--- src/rtl/pipeline_hazard_ctrl_if.sv ---
// Hazard-control bundle between the pipeline datapath and pipeline_hazard_ctrl.
//
// Datapath -> controller:
//   id_rs1, id_rs2, id_uses_rs1, id_uses_rs2  source operands of the instruction in ID
//   ex_rd, ex_mem_read, ex_branch_taken       destination, load flag, taken flag of EX
//   mem_busy                                  data memory still busy this cycle
//   halt_req                                  ecall/ebreak decoded in ID
// Controller -> datapath:
//   pc_load, ifid_load, ifid_flush, idex_load, idex_flush, exmem_load, memwb_load
//
// master: datapath side, slave: hazard controller.
interface pipeline_hazard_ctrl_if;
    logic [4:0] id_rs1;
    logic [4:0] id_rs2;
    logic       id_uses_rs1;
    logic       id_uses_rs2;
    logic [4:0] ex_rd;
    logic       ex_mem_read;
    logic       ex_branch_taken;
    logic       mem_busy;
    logic       halt_req;

    logic       pc_load;
    logic       ifid_load;
    logic       ifid_flush;
    logic       idex_load;
    logic       idex_flush;
    logic       exmem_load;
    logic       memwb_load;

    modport master (
        output id_rs1, id_rs2, id_uses_rs1, id_uses_rs2, ex_rd, ex_mem_read,
               ex_branch_taken, mem_busy, halt_req,
        input  pc_load, ifid_load, ifid_flush, idex_load, idex_flush,
               exmem_load, memwb_load
    );

    modport slave (
        input  id_rs1, id_rs2, id_uses_rs1, id_uses_rs2, ex_rd, ex_mem_read,
               ex_branch_taken, mem_busy, halt_req,
        output pc_load, ifid_load, ifid_flush, idex_load, idex_flush,
               exmem_load, memwb_load
    );
endinterface

--- src/rtl/pipeline_hazard_ctrl.sv ---
// Pipeline hazard controller for the pipelined RISC-V core.
// Generates load/flush enables for PC, IF/ID, ID/EX, EX/MEM and MEM/WB.
// Event priority in RUN: memory wait (freeze) > taken branch (flush) >
// load-use hazard (one bubble) > halt request (drain).
//
// Ports:
//   clk        system clock, rising edge
//   rst        asynchronous active-high reset
//   hz         hazard bundle (slave modport), see pipeline_hazard_ctrl_if
//   halted     core has drained and stopped (registered)
//   stall_cnt  saturating count of load-use stall cycles
//   flush_cnt  saturating count of branch flush events
//
// State table:
//   S_RUN    | normal operation, hazards resolved by priority
//   S_DRAIN  | halt seen; fetch squashed, older instructions retire
//   S_HALTED | pipeline frozen, halted=1 until reset
module pipeline_hazard_ctrl #(
    parameter int DRAIN_CYCLES = 3,
    parameter int CNT_W        = 16
) (
    input  logic                 clk,
    input  logic                 rst,
    pipeline_hazard_ctrl_if.slave hz,
    output logic                 halted,
    output logic [CNT_W-1:0]     stall_cnt,
    output logic [CNT_W-1:0]     flush_cnt
);

    localparam int DW = (DRAIN_CYCLES > 1) ? $clog2(DRAIN_CYCLES) : 1;
    localparam logic [DW-1:0] DRAIN_LAST = DW'(DRAIN_CYCLES - 1);

    typedef enum logic [1:0] {
        S_RUN    = 2'd0,
        S_DRAIN  = 2'd1,
        S_HALTED = 2'd2
    } state_t;

    state_t            state_q, state_d;
    logic [DW-1:0]     drain_cnt_q, drain_cnt_d;
    logic              halted_q, halted_d;
    logic [CNT_W-1:0]  stall_cnt_q, stall_cnt_d;
    logic [CNT_W-1:0]  flush_cnt_q, flush_cnt_d;

    logic              lu_hazard;

    // x0 is hardwired to zero, so a load targeting it never creates a dependency.
    assign lu_hazard = hz.ex_mem_read && (hz.ex_rd != 5'd0) &&
                       ((hz.id_uses_rs1 && (hz.id_rs1 == hz.ex_rd)) ||
                        (hz.id_uses_rs2 && (hz.id_rs2 == hz.ex_rd)));

    always_comb begin
        hz.pc_load    = 1'b1;
        hz.ifid_load  = 1'b1;
        hz.ifid_flush = 1'b0;
        hz.idex_load  = 1'b1;
        hz.idex_flush = 1'b0;
        hz.exmem_load = 1'b1;
        hz.memwb_load = 1'b1;
        state_d       = state_q;
        drain_cnt_d   = drain_cnt_q;
        stall_cnt_d   = stall_cnt_q;
        flush_cnt_d   = flush_cnt_q;

        case (state_q)
            S_RUN: begin
                if (hz.mem_busy) begin
                    hz.pc_load    = 1'b0;
                    hz.ifid_load  = 1'b0;
                    hz.idex_load  = 1'b0;
                    hz.exmem_load = 1'b0;
                    hz.memwb_load = 1'b0;
                end else if (hz.ex_branch_taken) begin
                    // Younger instructions in IF and ID are wrong-path; their
                    // hazards and halt requests are discarded with them.
                    hz.ifid_flush = 1'b1;
                    hz.idex_flush = 1'b1;
                    if (flush_cnt_q != '1) flush_cnt_d = flush_cnt_q + CNT_W'(1);
                end else if (lu_hazard) begin
                    hz.pc_load    = 1'b0;
                    hz.ifid_load  = 1'b0;
                    hz.idex_flush = 1'b1;
                    if (stall_cnt_q != '1) stall_cnt_d = stall_cnt_q + CNT_W'(1);
                end else if (hz.halt_req) begin
                    hz.pc_load    = 1'b0;
                    hz.ifid_flush = 1'b1;
                    state_d       = S_DRAIN;
                    drain_cnt_d   = '0;
                end
            end
            S_DRAIN: begin
                if (hz.mem_busy) begin
                    hz.pc_load    = 1'b0;
                    hz.ifid_load  = 1'b0;
                    hz.idex_load  = 1'b0;
                    hz.exmem_load = 1'b0;
                    hz.memwb_load = 1'b0;
                end else begin
                    hz.pc_load    = 1'b0;
                    hz.ifid_flush = 1'b1;
                    if (drain_cnt_q == DRAIN_LAST) begin
                        state_d = S_HALTED;
                    end else begin
                        drain_cnt_d = drain_cnt_q + DW'(1);
                    end
                end
            end
            default: begin
                hz.pc_load    = 1'b0;
                hz.ifid_load  = 1'b0;
                hz.idex_load  = 1'b0;
                hz.exmem_load = 1'b0;
                hz.memwb_load = 1'b0;
            end
        endcase

        halted_d = (state_d == S_HALTED);
    end

    always_ff @(posedge clk or posedge rst) begin
        if (rst) begin
            state_q     <= S_RUN;
            drain_cnt_q <= '0;
            halted_q    <= 1'b0;
            stall_cnt_q <= '0;
            flush_cnt_q <= '0;
        end else begin
            state_q     <= state_d;
            drain_cnt_q <= drain_cnt_d;
            halted_q    <= halted_d;
            stall_cnt_q <= stall_cnt_d;
            flush_cnt_q <= flush_cnt_d;
        end
    end

    assign halted    = halted_q;
    assign stall_cnt = stall_cnt_q;
    assign flush_cnt = flush_cnt_q;

endmodule

--- src/flat_wrapper.sv ---
// flat-port wrapper written by rule: the top's interface ports become plain ports
module pipeline_hazard_ctrl_flat 
#(
    parameter int DRAIN_CYCLES = 3,
    parameter int CNT_W        = 16
)
  (clk, rst, halted, stall_cnt, flush_cnt, hz_id_rs1, hz_id_rs2, hz_id_uses_rs1, hz_id_uses_rs2, hz_ex_rd, hz_ex_mem_read, hz_ex_branch_taken, hz_mem_busy, hz_halt_req, hz_pc_load, hz_ifid_load, hz_ifid_flush, hz_idex_load, hz_idex_flush, hz_exmem_load, hz_memwb_load);
  pipeline_hazard_ctrl_if hz_i ();
  input  logic clk;
  input  logic rst;
  output logic halted;
  output logic [CNT_W-1:0] stall_cnt;
  output logic [CNT_W-1:0] flush_cnt;
  input wire logic [$bits(hz_i.id_rs1)-1:0] hz_id_rs1;
  input wire logic [$bits(hz_i.id_rs2)-1:0] hz_id_rs2;
  input wire logic [$bits(hz_i.id_uses_rs1)-1:0] hz_id_uses_rs1;
  input wire logic [$bits(hz_i.id_uses_rs2)-1:0] hz_id_uses_rs2;
  input wire logic [$bits(hz_i.ex_rd)-1:0] hz_ex_rd;
  input wire logic [$bits(hz_i.ex_mem_read)-1:0] hz_ex_mem_read;
  input wire logic [$bits(hz_i.ex_branch_taken)-1:0] hz_ex_branch_taken;
  input wire logic [$bits(hz_i.mem_busy)-1:0] hz_mem_busy;
  input wire logic [$bits(hz_i.halt_req)-1:0] hz_halt_req;
  output wire logic [$bits(hz_i.pc_load)-1:0] hz_pc_load;
  output wire logic [$bits(hz_i.ifid_load)-1:0] hz_ifid_load;
  output wire logic [$bits(hz_i.ifid_flush)-1:0] hz_ifid_flush;
  output wire logic [$bits(hz_i.idex_load)-1:0] hz_idex_load;
  output wire logic [$bits(hz_i.idex_flush)-1:0] hz_idex_flush;
  output wire logic [$bits(hz_i.exmem_load)-1:0] hz_exmem_load;
  output wire logic [$bits(hz_i.memwb_load)-1:0] hz_memwb_load;
  assign hz_i.id_rs1 = hz_id_rs1;
  assign hz_i.id_rs2 = hz_id_rs2;
  assign hz_i.id_uses_rs1 = hz_id_uses_rs1;
  assign hz_i.id_uses_rs2 = hz_id_uses_rs2;
  assign hz_i.ex_rd = hz_ex_rd;
  assign hz_i.ex_mem_read = hz_ex_mem_read;
  assign hz_i.ex_branch_taken = hz_ex_branch_taken;
  assign hz_i.mem_busy = hz_mem_busy;
  assign hz_i.halt_req = hz_halt_req;
  assign hz_pc_load = hz_i.pc_load;
  assign hz_ifid_load = hz_i.ifid_load;
  assign hz_ifid_flush = hz_i.ifid_flush;
  assign hz_idex_load = hz_i.idex_load;
  assign hz_idex_flush = hz_i.idex_flush;
  assign hz_exmem_load = hz_i.exmem_load;
  assign hz_memwb_load = hz_i.memwb_load;
  pipeline_hazard_ctrl #(.DRAIN_CYCLES(DRAIN_CYCLES), .CNT_W(CNT_W)) u_core (.clk(clk), .rst(rst), .hz(hz_i), .halted(halted), .stall_cnt(stall_cnt), .flush_cnt(flush_cnt));
endmodule
--- config.mk ---
export PLATFORM = sky130hd
export DESIGN_NAME = pipeline_hazard_ctrl_flat
export DESIGN_NICKNAME = d
export VERILOG_FILES = /design/src/rtl/pipeline_hazard_ctrl_if.sv /design/src/rtl/pipeline_hazard_ctrl.sv /design/src/flat_wrapper.sv
export SDC_FILE = /design/constraint.sdc
export NUM_CORES = 1
export LEC_CHECK = 0
export CORE_MARGIN = 4
export CORE_UTILIZATION = 46
export CTS_CLUSTER_SIZE = 30
export DETAILED_ROUTE_END_ITERATION = 10
export PLACE_DENSITY = 0.82
export RECOVER_POWER = 100
export SKIP_CTS_REPAIR_TIMING = 1
export SLEW_MARGIN = 40
export SYNTH_ARGS = -nofsm -noshare
export SYNTH_HDL_FRONTEND = slang
export SYNTH_SLANG_ARGS = --single-unit
--- constraint.sdc ---
create_clock -name clk -period 2.6 [get_ports clk]
set_input_delay 0.39 -clock clk [delete_from_list [all_inputs] [get_ports clk]]
set_output_delay 0.39 -clock clk [all_outputs]
set_load 0.03 [all_outputs]
==> Word-level counts from Yosys, hierarchy flattened <==
Index checks and enable logic that the tools add are counted.
{ "op_classes": {"n_addsub": 3, "n_eq_ne": 13, "muxes": 34, "n_bitwise": 2, "reduce_logical": 12} }
{ "ops": {"columns": ["operator", "count"], "rows": [
  ["$add A16 B1 Y16 const B", 2],
  ["$ne A16 B16 Y1 const B", 2],
  ["$mux W2", 12],
  ["$mux W1", 18],
  ["$ne A2 B2 Y1 const B", 6],
  ["$eq A5 B5 Y1", 2],
  ["$pmux W2 S2", 2],
  ["$reduce_and A7 Y1", 1],
  ["$reduce_and A5 Y1", 1],
  ["$reduce_bool A5 Y1", 1],
  ["$eq A2 B2 Y1 const B", 2],
  ["$logic_and A1 B1 Y1", 4],
  ["$pmux W1 S2", 2],
  ["$reduce_and A4 Y1", 1],
  ["$add A2 B1 Y2 const B", 1],
  ["$eq A2 B1 Y1 const B", 1],
  ["$logic_not A2 Y1", 1],
  ["$not A1 Y1", 2],
  ["$reduce_bool A2 Y1", 1],
  ["$reduce_or A2 Y1", 1],
  ["$logic_or A1 B1 Y1", 1]
]} }
{ "totals": {"regBits": 37, "inputBits": 23, "out_inout_bits": 40, "wordCells": 69} }

==> Longest topological paths before layout <==
{ "depth": {"word_depth": 9, "depth_mapped": 8, "ltp_nobuf": 7} }

==> Worst setup path after synthesis <==
No wires, ideal clock.
{ "synth_timing": {"path_kind": "input -> output", "from": "in hz_ex_rd[3]", "to": "out hz_idex_flush", "arrival_ns": 1.900, "t_required_ns": 2.210, "slack_ns": 0.310, "path_stages": 6, "path_buffers": 0, "path_cell_list": "xor2_1 nor4_1 a32oi_1 nor2_1 nor2_1 nor3_1"} }
{ "synth_between": {"elab_chain_cells": 8, "word_cells_on_any_way": 12, "cone_classes": "2 x eq/ne; 4 x mux; 6 x reduce/logical"} }
{ "synth_rtl": {"columns": ["item", "line_no", "source"], "rows": [
  ["start: declaration", "flat_wrapper.sv:18", "input wire logic [$bits(hz_i.ex_rd)-1:0] hz_ex_rd;"],
  ["$eq A5 B5 Y1 (on tied branches)", "pipeline_hazard_ctrl.sv:49, pipeline_hazard_ctrl.sv:50", null],
  ["$logic_and A1 B1 Y1 (on tied branches)", "pipeline_hazard_ctrl.sv:49, pipeline_hazard_ctrl.sv:50", null],
  ["$logic_or A1 B1 Y1", "pipeline_hazard_ctrl.sv:49", "((hz.id_uses_rs1 && (hz.id_rs1 == hz.ex_rd)) ||"],
  ["$logic_and A1 B1 Y1 (*)", "pipeline_hazard_ctrl.sv:48", "assign lu_hazard = hz.ex_mem_read && (hz.ex_rd != 5'd0) &&"],
  ["$mux W1 (*)", "pipeline_hazard_ctrl.sv:79", "end else if (lu_hazard) begin"],
  ["$mux W1 (*)", "pipeline_hazard_ctrl.sv:73", "end else if (hz.ex_branch_taken) begin"],
  ["$mux W1 (*)", "pipeline_hazard_ctrl.sv:67", "if (hz.mem_busy) begin"],
  ["$mux W1 (*)", "pipeline_hazard_ctrl.sv:65", "case (state_q)"],
  ["end: declaration", "flat_wrapper.sv:27", "output wire logic [$bits(hz_i.idex_flush)-1:0] hz_idex_flush;"]
]} }
Mark *: on every way between the ends. The rest lies on a longest branch, timed or not.

==> Worst setup path in the final report <==
{ "layout_timing": {"from": "in hz_ex_rd[0]", "to": "out hz_pc_load"} }
{ "layout_between": {"elab_chain_cells": 8, "word_cells_on_any_way": 12, "cone_classes": "2 x eq/ne; 4 x mux; 6 x reduce/logical"} }
{ "layout_rtl": {"columns": ["item", "line_no", "source"], "rows": [
  ["$eq A5 B5 Y1 (on tied branches)", "pipeline_hazard_ctrl.sv:49, pipeline_hazard_ctrl.sv:50", null],
  ["$logic_and A1 B1 Y1 (on tied branches)", "pipeline_hazard_ctrl.sv:49, pipeline_hazard_ctrl.sv:50", null],
  ["$logic_or A1 B1 Y1", "pipeline_hazard_ctrl.sv:49", null],
  ["$logic_and A1 B1 Y1 (*)", "pipeline_hazard_ctrl.sv:48", null],
  ["$mux W1 (*)", "pipeline_hazard_ctrl.sv:79", null],
  ["$mux W1 (*)", "pipeline_hazard_ctrl.sv:73", null],
  ["$mux W1 (*)", "pipeline_hazard_ctrl.sv:67", null],
  ["$mux W1 (*)", null, null],
  ["end: declaration", "flat_wrapper.sv:23", "output wire logic [$bits(hz_i.pc_load)-1:0] hz_pc_load;"]
]} }
Marks and branches as above.

==> impl_metrics.yaml <==
setup_path:
  start_kind: "primary input"
  arrival_ns: 2.11
  cp.required_ns: 2.21
  path_class: "in2out"
  end_kind: "output pin"
  ff2ff_path_depth: 7
  crit_fanout: 3
logic_synthesis:
  avgSynthCellArea_um2: 10.4
  syn_inst: 187
  synth.distinct_cells: 35
  synth_commonest_cells: "37 x dfrtp_1, 30 x xnor2_1, 21 x nand2_1"
  syn-cell-area_mm2: 0.00194
  syn_nets: 213
  ys_top_cells_by_area: "dfrtp_1 48%, xnor2_1 14%, xor2_1 4.5%, nand2_1 4.1%, nand4_1 3.2%"
  yosys.area.top_type_share_pct: 47.7
  ys_async_sr_fraction_pct: 100
  yosysTopAreaCell: "dfrtp_1"
  yosysMostFrequentCell: "dfrtp_1"
  ys_seq_area_share_pct: 47.7
  synth-seq-cells: 37
  synth_warnings: 0
  ys.flop_type: "dfrtp_1"
  synth_edf_count: 0
hold_path:
  hp-class: "reg2reg"
  hold_depth: 1
floorplanning:
  die_h_um: 73.0
  core_region_area_mm2: 0.00403
  die_area_mm2: 0.00532
  io-pin-count: 63
  die_x_um: 73.0
  initial_core_util_pct: 48.2
  rows: 23
global_routing:
  grt_pass1_vias: 1558
  grt_max_degree: 38
  grt_pass1_wl_mm: 6.98
  antenna_found_initial: 0
  grtUsageTotal_pct: 16.7
  grt_overflow: 0
  grtUsageMet1_pct: 20.5
  grt_util_met3_pct: 5.10
  grt_use_met2_pct: 28.1
  grt_busiest_layer: "met2"
power:
  ir_worst_vdd_mv: 0.400
  leakagePower_nw: 1.28
  total_power_mw: 1.02
  power.density_mw_per_mm2: 380
placed_design:
  gp_congestion: 0.764
  hpwl_mm: 3.23
  io_buffers: 62
clock_network:
  cts_tree: "done"
  cts_buffer_depth: 2
  clock_latency_ns: 0.28
  cts.sinks: 37
  htreeDepth: 2
  clk_pin_slew_worst_paths_ns: 0.07
  cts_root_buf: "clkbuf_8"
  cts-buffers-inserted: 5
cells_and_area:
  diodes: 0
  area_growth_syn_to_layout_pct: 38.7
  nets: 284
  n_fill_cell: 324
  multiInputGateArea_um2: 917
  seq_area_um2: 926
  drive_gt1_share_pct: 9.65
drt:
  antenna_left: 0
  drc: 0
  firstDrtPassIters: 4
  drt_iter0_markers: 71
  vias: 1558
  wire_per_inst_um: 13.4
  routed_wl_mm: 4.13
  viasPerCell: 5.04
timing:
  slew_headroom_pct: 41.5
  max_freq_mhz: 400
  fin_crit_sh_pct: 96.2
  slew_viol_final: 0
  rsz0062_at_grt: "no"
  fin_setup_tns_ns: 0
  fin_crit_ns: 2.50
  clock_skew_ns: 0.00941
  whs_ns: 0.486
  setup_viol: 0
  hold_viol_final: 0
  worst_slew_pin_slew_ns: 0.877
job:
  cap_violations: 0
run_status:
  status: "complete, no violations"
-- cell type report --
class | instances | area share [%]
timing repair buffer | 69 | 24.9
inverter | 9 | 1.25
clock inverter | 2 | 0.372
clock buffer | 6 | 2.69
sequential | 37 | 34.4
multi-input combinational | 136 | 34.0
tap | 50 | 2.32
-- routing by layer --
| metal | vias up | share of wire [%] |
|---|---|---|
| met3 | 2 | 7.4 |
| met1 | 732 | 43 |
| li1 | 780 | - |
| met5 | - | 0 |
| met4 | 0 | 0.97 |
| met2 | 44 | 48 |
-- sequential cells by signal, indices dropped and copies added (netlist names) --
signal / cells
u_core.halted: 1
u_core.drain_cnt_q: 2
u_core.flush_cnt: 16
u_core.stall_cnt: 16
u_core.state_q: 2
-- kinds of logic after synthesis --
kind of cell | Yosys count | share of synthesized area [%]
and+or+nand+nor | 74 | 21.2
xor gates and xnor gates | 40 | 18.0
DFF | 37 | 47.7
AOI/OAI and AO/OA | 17 | 6.06
buffers and inverters | 14 | 3.93
adders and majority gates | 3 | 1.93
muxes | 2 | 1.16
-- placed cells by master (no fill, tap or decap), types with 5 or more instances in the layout --
master / count
and3_1: 6
buf_4: 6
clkbuf_8: 5
clkdlybuf4s50_1: 21
dfrtp_1: 37
dlygate4sd3_1: 35
inv_1: 9
nand2_1: 21
nand3_1: 11
nand4_1: 10
nor2_1: 7
nor3_1: 5
xnor2_1: 30
xor2_1: 10
-- through the flow --
stage          setup WS [ns]  instance area [µm²]  util [%]  std cells
6_report              0.0996                 2690      66.9        309
5_1_grt              0.00607                 2690      66.9        309
4_1_cts               0.0136                 2720      67.5        309
3_5_place_dp          0.0330                 2640      65.5        301
3_3_place_gp          0.0530                 2640      65.5        301
2_1_floorplan          0.310                 1940         -        187
-- power breakdown --
group	switching (mW)	internal (mW)
Sequential	0.00130	0.576
Clock	0.185	0.185
Combinational	0.0337	0.0417
-- final timing paths --
path,end,slack (ns),start
max,hz_pc_load,0.1,hz_ex_rd[0]
min,u_core.stall_cnt[14],0.49,u_core.stall_cnt[14]
max reg2reg,u_core.flush_cnt[7],0.36,u_core.state_q[0]
min reg2reg,u_core.stall_cnt[14],0.49,u_core.stall_cnt[14]
max in group asynchronous,u_core.stall_cnt[4],1.24,rst
min in group asynchronous,u_core.halted,0.80,rst
-- worst max-delay path, stage by stage --
cell             delay, ns
clkdlybuf4s50_1       0.47
or4_1                 0.56
o21ai_2               0.20
nor2_2                0.08
nor2_1                0.11
o21a_1                0.13
buf_4                 0.16
Note: power is estimated with default switching activity, not from simulation.
